File: src/rtl/r_alu_exec.sv
// rtl/r_alu_exec.sv - R-type execute unit: one-hot op select, registered result, valid/ready handshake.
// Optional R_ALU_BARREL_SHIFT_EN: single-cycle barrel shifts instead of the one-bit-per-cycle shifter.
module r_alu_exec #(
    parameter int WIDTH = 32
) (
    input  logic             clk,
    input  logic             rst,
    input  logic             in_valid,
    output logic             in_ready,
    input  logic [7:0]       op_sel,
    input  logic             alt,
    input  logic [WIDTH-1:0] rs1,
    input  logic [WIDTH-1:0] rs2,
    input  logic [4:0]       rd_in,
    output logic             out_valid,
    input  logic             out_ready,
    output logic [WIDTH-1:0] result,
    output logic [4:0]       rd_out,
    output logic             out_err
);

    localparam int SW = $clog2(WIDTH);

`ifdef R_ALU_BARREL_SHIFT_EN
    typedef enum logic [1:0] {S_IDLE = 2'd0, S_DONE = 2'd2} state_t;
`else
    typedef enum logic [1:0] {S_IDLE = 2'd0, S_SHIFT = 2'd1, S_DONE = 2'd2} state_t;
`endif

    state_t           state_q, state_d;
    logic [WIDTH-1:0] result_q, result_d;
    logic [4:0]       rd_q, rd_d;
    logic             err_q, err_d;
`ifndef R_ALU_BARREL_SHIFT_EN
    logic [WIDTH-1:0] acc_q, acc_d;
    logic [SW-1:0]    cnt_q, cnt_d;
    logic             left_q, left_d;
    logic             arith_q, arith_d;
`endif

    logic             legal;
    logic [SW-1:0]    amt;
    logic [WIDTH-1:0] alu_res;

    assign legal     = (op_sel != 8'd0) && ((op_sel & (op_sel - 8'd1)) == 8'd0);
    assign amt       = rs2[SW-1:0];
    assign in_ready  = (state_q == S_IDLE);
    assign out_valid = (state_q == S_DONE);
    assign result    = result_q;
    assign rd_out    = rd_q;
    assign out_err   = err_q;

    always_comb begin
        alu_res = '0;
        case (op_sel)
            8'h01:   alu_res = alt ? (rs1 - rs2) : (rs1 + rs2);
            8'h04:   alu_res = {{(WIDTH-1){1'b0}}, ($signed(rs1) < $signed(rs2))};
            8'h08:   alu_res = {{(WIDTH-1){1'b0}}, (rs1 < rs2)};
            8'h10:   alu_res = rs1 ^ rs2;
            8'h40:   alu_res = rs1 | rs2;
            8'h80:   alu_res = rs1 & rs2;
`ifdef R_ALU_BARREL_SHIFT_EN
            8'h02:   alu_res = rs1 << amt;
            8'h20:   alu_res = alt ? WIDTH'($signed(rs1) >>> amt) : (rs1 >> amt);
`endif
            default: alu_res = '0;
        endcase
    end

    always_comb begin
        state_d  = state_q;
        result_d = result_q;
        rd_d     = rd_q;
        err_d    = err_q;
`ifndef R_ALU_BARREL_SHIFT_EN
        acc_d    = acc_q;
        cnt_d    = cnt_q;
        left_d   = left_q;
        arith_d  = arith_q;
`endif
        case (state_q)
            S_IDLE: begin
                if (in_valid) begin
                    rd_d    = rd_in;
                    state_d = S_DONE;
                    if (!legal) begin
                        result_d = '0;
                        err_d    = 1'b1;
                    end else begin
                        err_d    = 1'b0;
                        result_d = alu_res;
`ifndef R_ALU_BARREL_SHIFT_EN
                        if (op_sel[1] || op_sel[5]) begin
                            acc_d    = rs1;
                            cnt_d    = amt;
                            left_d   = op_sel[1];
                            arith_d  = op_sel[5] & alt;
                            result_d = rs1;
                            if (amt != '0) begin
                                result_d = result_q;
                                state_d  = S_SHIFT;
                            end
                        end
`endif
                    end
                end
            end
`ifndef R_ALU_BARREL_SHIFT_EN
            S_SHIFT: begin
                // Right shifts fill with the sign bit only for SRA.
                acc_d = left_q ? {acc_q[WIDTH-2:0], 1'b0}
                               : {arith_q & acc_q[WIDTH-1], acc_q[WIDTH-1:1]};
                cnt_d = cnt_q - 1'b1;
                if (cnt_q == SW'(1)) begin
                    result_d = acc_d;
                    state_d  = S_DONE;
                end
            end
`endif
            S_DONE: begin
                if (out_ready) state_d = S_IDLE;
            end
            default: state_d = S_IDLE;
        endcase
    end

    always_ff @(posedge clk or posedge rst) begin
        if (rst) begin
            state_q  <= S_IDLE;
            result_q <= '0;
            rd_q     <= '0;
            err_q    <= 1'b0;
`ifndef R_ALU_BARREL_SHIFT_EN
            acc_q    <= '0;
            cnt_q    <= '0;
            left_q   <= 1'b0;
            arith_q  <= 1'b0;
`endif
        end else begin
            state_q  <= state_d;
            result_q <= result_d;
            rd_q     <= rd_d;
            err_q    <= err_d;
`ifndef R_ALU_BARREL_SHIFT_EN
            acc_q    <= acc_d;
            cnt_q    <= cnt_d;
            left_q   <= left_d;
            arith_q  <= arith_d;
`endif
        end
    end

endmodule

File: config.mk
export PLATFORM = sky130hd
export DESIGN_NAME = r_alu_exec
export DESIGN_NICKNAME = d
export VERILOG_FILES = /design/src/rtl/r_alu_exec.sv
export SDC_FILE = /design/constraint.sdc
export NUM_CORES = 1
export LEC_CHECK = 0
export ABC_AREA = 1
export BUFFER_PORTS_ARGS = -buffer_cell sky130_fd_sc_hd__buf_4
export CAP_MARGIN = 20
export CORE_MARGIN = 5
export CORE_UTILIZATION = 40
export DETAILED_ROUTE_END_ITERATION = 12
export PLACE_DENSITY = 0.62
export SYNTH_ARGS = -nofsm -noshare
export SYNTH_HDL_FRONTEND = slang
export SYNTH_SLANG_ARGS = --single-unit
File: constraint.sdc
create_clock -name clk -period 5.3 [get_ports clk]
set_input_delay 0.265 -clock clk [delete_from_list [all_inputs] [get_ports clk]]
set_output_delay 0.265 -clock clk [all_outputs]
set_load 0.05 [all_outputs]
==> results_dict.tcl <==
set metrics [dict create \
    die-area_um2 29300 \
    post_cts_buffers 0 \
    numCtsBuffers 9 \
    tightest_slew_ns 1.11 \
    syn-num-nets 2027 \
    final_cell_mix "nand2_1 (612), inv_1 (301), nor2_1 (181), a21oi_1 (151), buf_4 (133)" \
    syn-instance-count 1845 \
    p_leak_uw 0.00646 \
    clock_tree.buffer_depth 2 \
    areaGrowthSynthToFinish_pct 14.5 \
    portBuffers 121 \
    seq_area_frac_synth_pct 19.0 \
    setup_slack_ns 2.71 \
    place.gp.congestion 1.02 \
    die_y_um 171 \
    firstDrtPassIters 6 \
    holdBufCountCts 0 \
    drt_iter0_drc 1163 \
    min_period_ns 2.59 \
    initial_core_util_pct 40.2 \
    ctsResizeCount 0 \
    cts_tree "done" \
    dp_hpwl_mm 32.7 \
    synth_ff_type "dfrtp_1" \
    clock_skew_ns 0.00398 \
    p_total_uw 2780 \
    clock-sinks 79 \
    power_density_nw_per_um2 233 \
    coreArea_um2 25800 \
    post_drt_wl_per_cell_um 17.9 \
    timing.hold.ws_ns 0.0334 \
    clock_latency_ns 0.34 \
    ys_types 47 \
    hp-class "input port to asynchronous set/reset pin" \
    place_ws_ns 2.45 \
    synthArstFlopShare_pct 100 \
    fmax_mhz 387 \
    peakVddDrop_mv 0.173 \
    num_io_pins 122 \
    drv_slew 0 \
    cp-end-kind "register" \
    drc_errors 0 \
    gr-total-overflow 0 \
    num-fill-cells 2797 \
    setup_tns_ns 0 \
    crit_path_start_kind "input port" \
    antennaDiodeCount 0 \
    period_share_pct 48.8 \
    critPathMaxFanout 39 \
    hold_viol 0 \
    viasPerCell 5.29 \
    synth_edf_count 0 \
    nNetsFinal 2099 \
    cp_data_arrival_time_ns 2.85 \
    clockRootBuffer "clkbuf_16" \
    maxCapViolCount 0 \
    cp.required_ns 5.57 \
    finalSetupViolCount 0 \
    die_w_um 171 \
    grt_max_degree 80 \
    wirelength_mm 40.5 \
    cts-htree-levels 3 \
    rsz0062_at_grt "false" \
    via_count 11900 \
    rows 59 \
    antenna_found_initial 0 \
    netlist_area_um2 10400 \
    syn_area_per_cell_um2 5.63 \
    final_common_cell "nand2_1" \
    first_global_vias 10900 \
    gr-usage-all-layers_pct 26.9 \
    yosysWarningCount 0 \
    grt_first_pass_wirelength_mm 61.5 \
    antenna_left 0 \
    ys_ff_latch 79 \
    path_class "input port to register" \
    drive_gt1_share_pct 8.95 \
    status "completed" \
    clk_pin_slew_ns 0.06 \
    slew-limit-headroom_pct 25.5 \
]
[logic make-up (layout without fill, tap and decap cells)]
family          after synthesis  count (layout)  synth area share, %
fa+ha+maj                   100             100                 12.2
simple gates                981             981                 38.7
buf+inv                     383             459                 14.2
compound gates              301             301                 15.8
flops                        79              79                 19.0
xor+xnor                      1               1               0.0844
[cell type report]
class / instances / area, um2 / area share [%]
well taps: 335 / 419 / 3.53
flip-flops and latches: 79 / 1980 / 16.6
multi-input cells: 1383 / 6950 / 58.4
inverters: 309 / 1160 / 9.78
clock inverters: 3 / 65.1 / 0.547
clock buffers: 12 / 267 / 2.24
repair buffers: 135 / 1050 / 8.86
[per-layer routing]
metal  vias up  wire length (um)  global-route usage, %
met5         -                 0                      0
met4         0              1790                   10.2
met3        94              2590                   3.28
met2       494             18800                   44.6
met1      5411             17300                   36.0
li1       5928                 -                      -
[through the flow]
stage          cells  util [%]  cell area (um2)
6_report        2256      46.0            11900
4_1_cts         2254      45.8            11800
2_1_floorplan   1845         -            10400
5_1_grt         2256      46.0            11900
3_3_place_gp    2239      44.5            11500
3_5_place_dp    2239      44.5            11500
[registers in the layout, indices dropped and copies added, names as in the netlist]
register,cells
rd_out,5
cnt_q,5
acc_q,32
arith_q,1
out_err,1
left_q,1
result,32
state_q,2
[power by group]
part	total [uW]	switching, uW	internal [uW]
combinational	1260	879	384
clock	690	243	448
sequential	822	92.8	729
total	2780	1210	1560
[critical path: stages]
cell	delay, ns
buf_4	0.13
nor2_1	0.83
clkinv_1	0.23
o21ai_0	0.19
nor2_2	0.11
nand2_2	0.09
nand2_4	0.25
inv_2	0.50
nor2_1	0.11
a21oi_1	0.13
[final timing paths]
kind | from | to | slack (ns) | depth (start not counted)
max in group asynchronous | rst | cnt_q[2] | 4.68 | 4
setup / recovery | op_sel[1] | result[16] | 2.71 | 10
setup reg to reg | state_q[0] | result[16] | 2.98 | 10
hold reg to reg | rd_out[2] | rd_out[2] | 0.47 | 2
min in group clk | rd_in[2] | rd_out[2] | 0.13 | 3
hold / removal | rst | acc_q[19] | 0.03 | 3
[synthesized netlist by cell type, types with 4 or more instances]
cell type / number / share of area (%)
nand3_1: 121 / 5.8
clkinv_1: 4 / 0.14
o21ai_1: 6 / 0.29
o21ai_0: 82 / 4.0
o211ai_1: 16 / 1.2
or2_2: 6 / 0.36
and2_1: 4 / 0.24
nand2_1: 612 / 22
inv_1: 302 / 11
nand4_1: 20 / 1.2
ha_1: 98 / 12
buf_2: 10 / 0.48
a21oi_1: 151 / 7.3
nand3b_1: 4 / 0.29
nor3_1: 19 / 0.92
clkbuf_1: 55 / 2.0
buf_1: 5 / 0.18
nor2_1: 181 / 6.5
dfrtp_1: 79 / 19
a221oi_1: 4 / 0.34
o22ai_1: 25 / 1.5
o21bai_1: 5 / 0.36
Power figures use the tool's default switching activity.
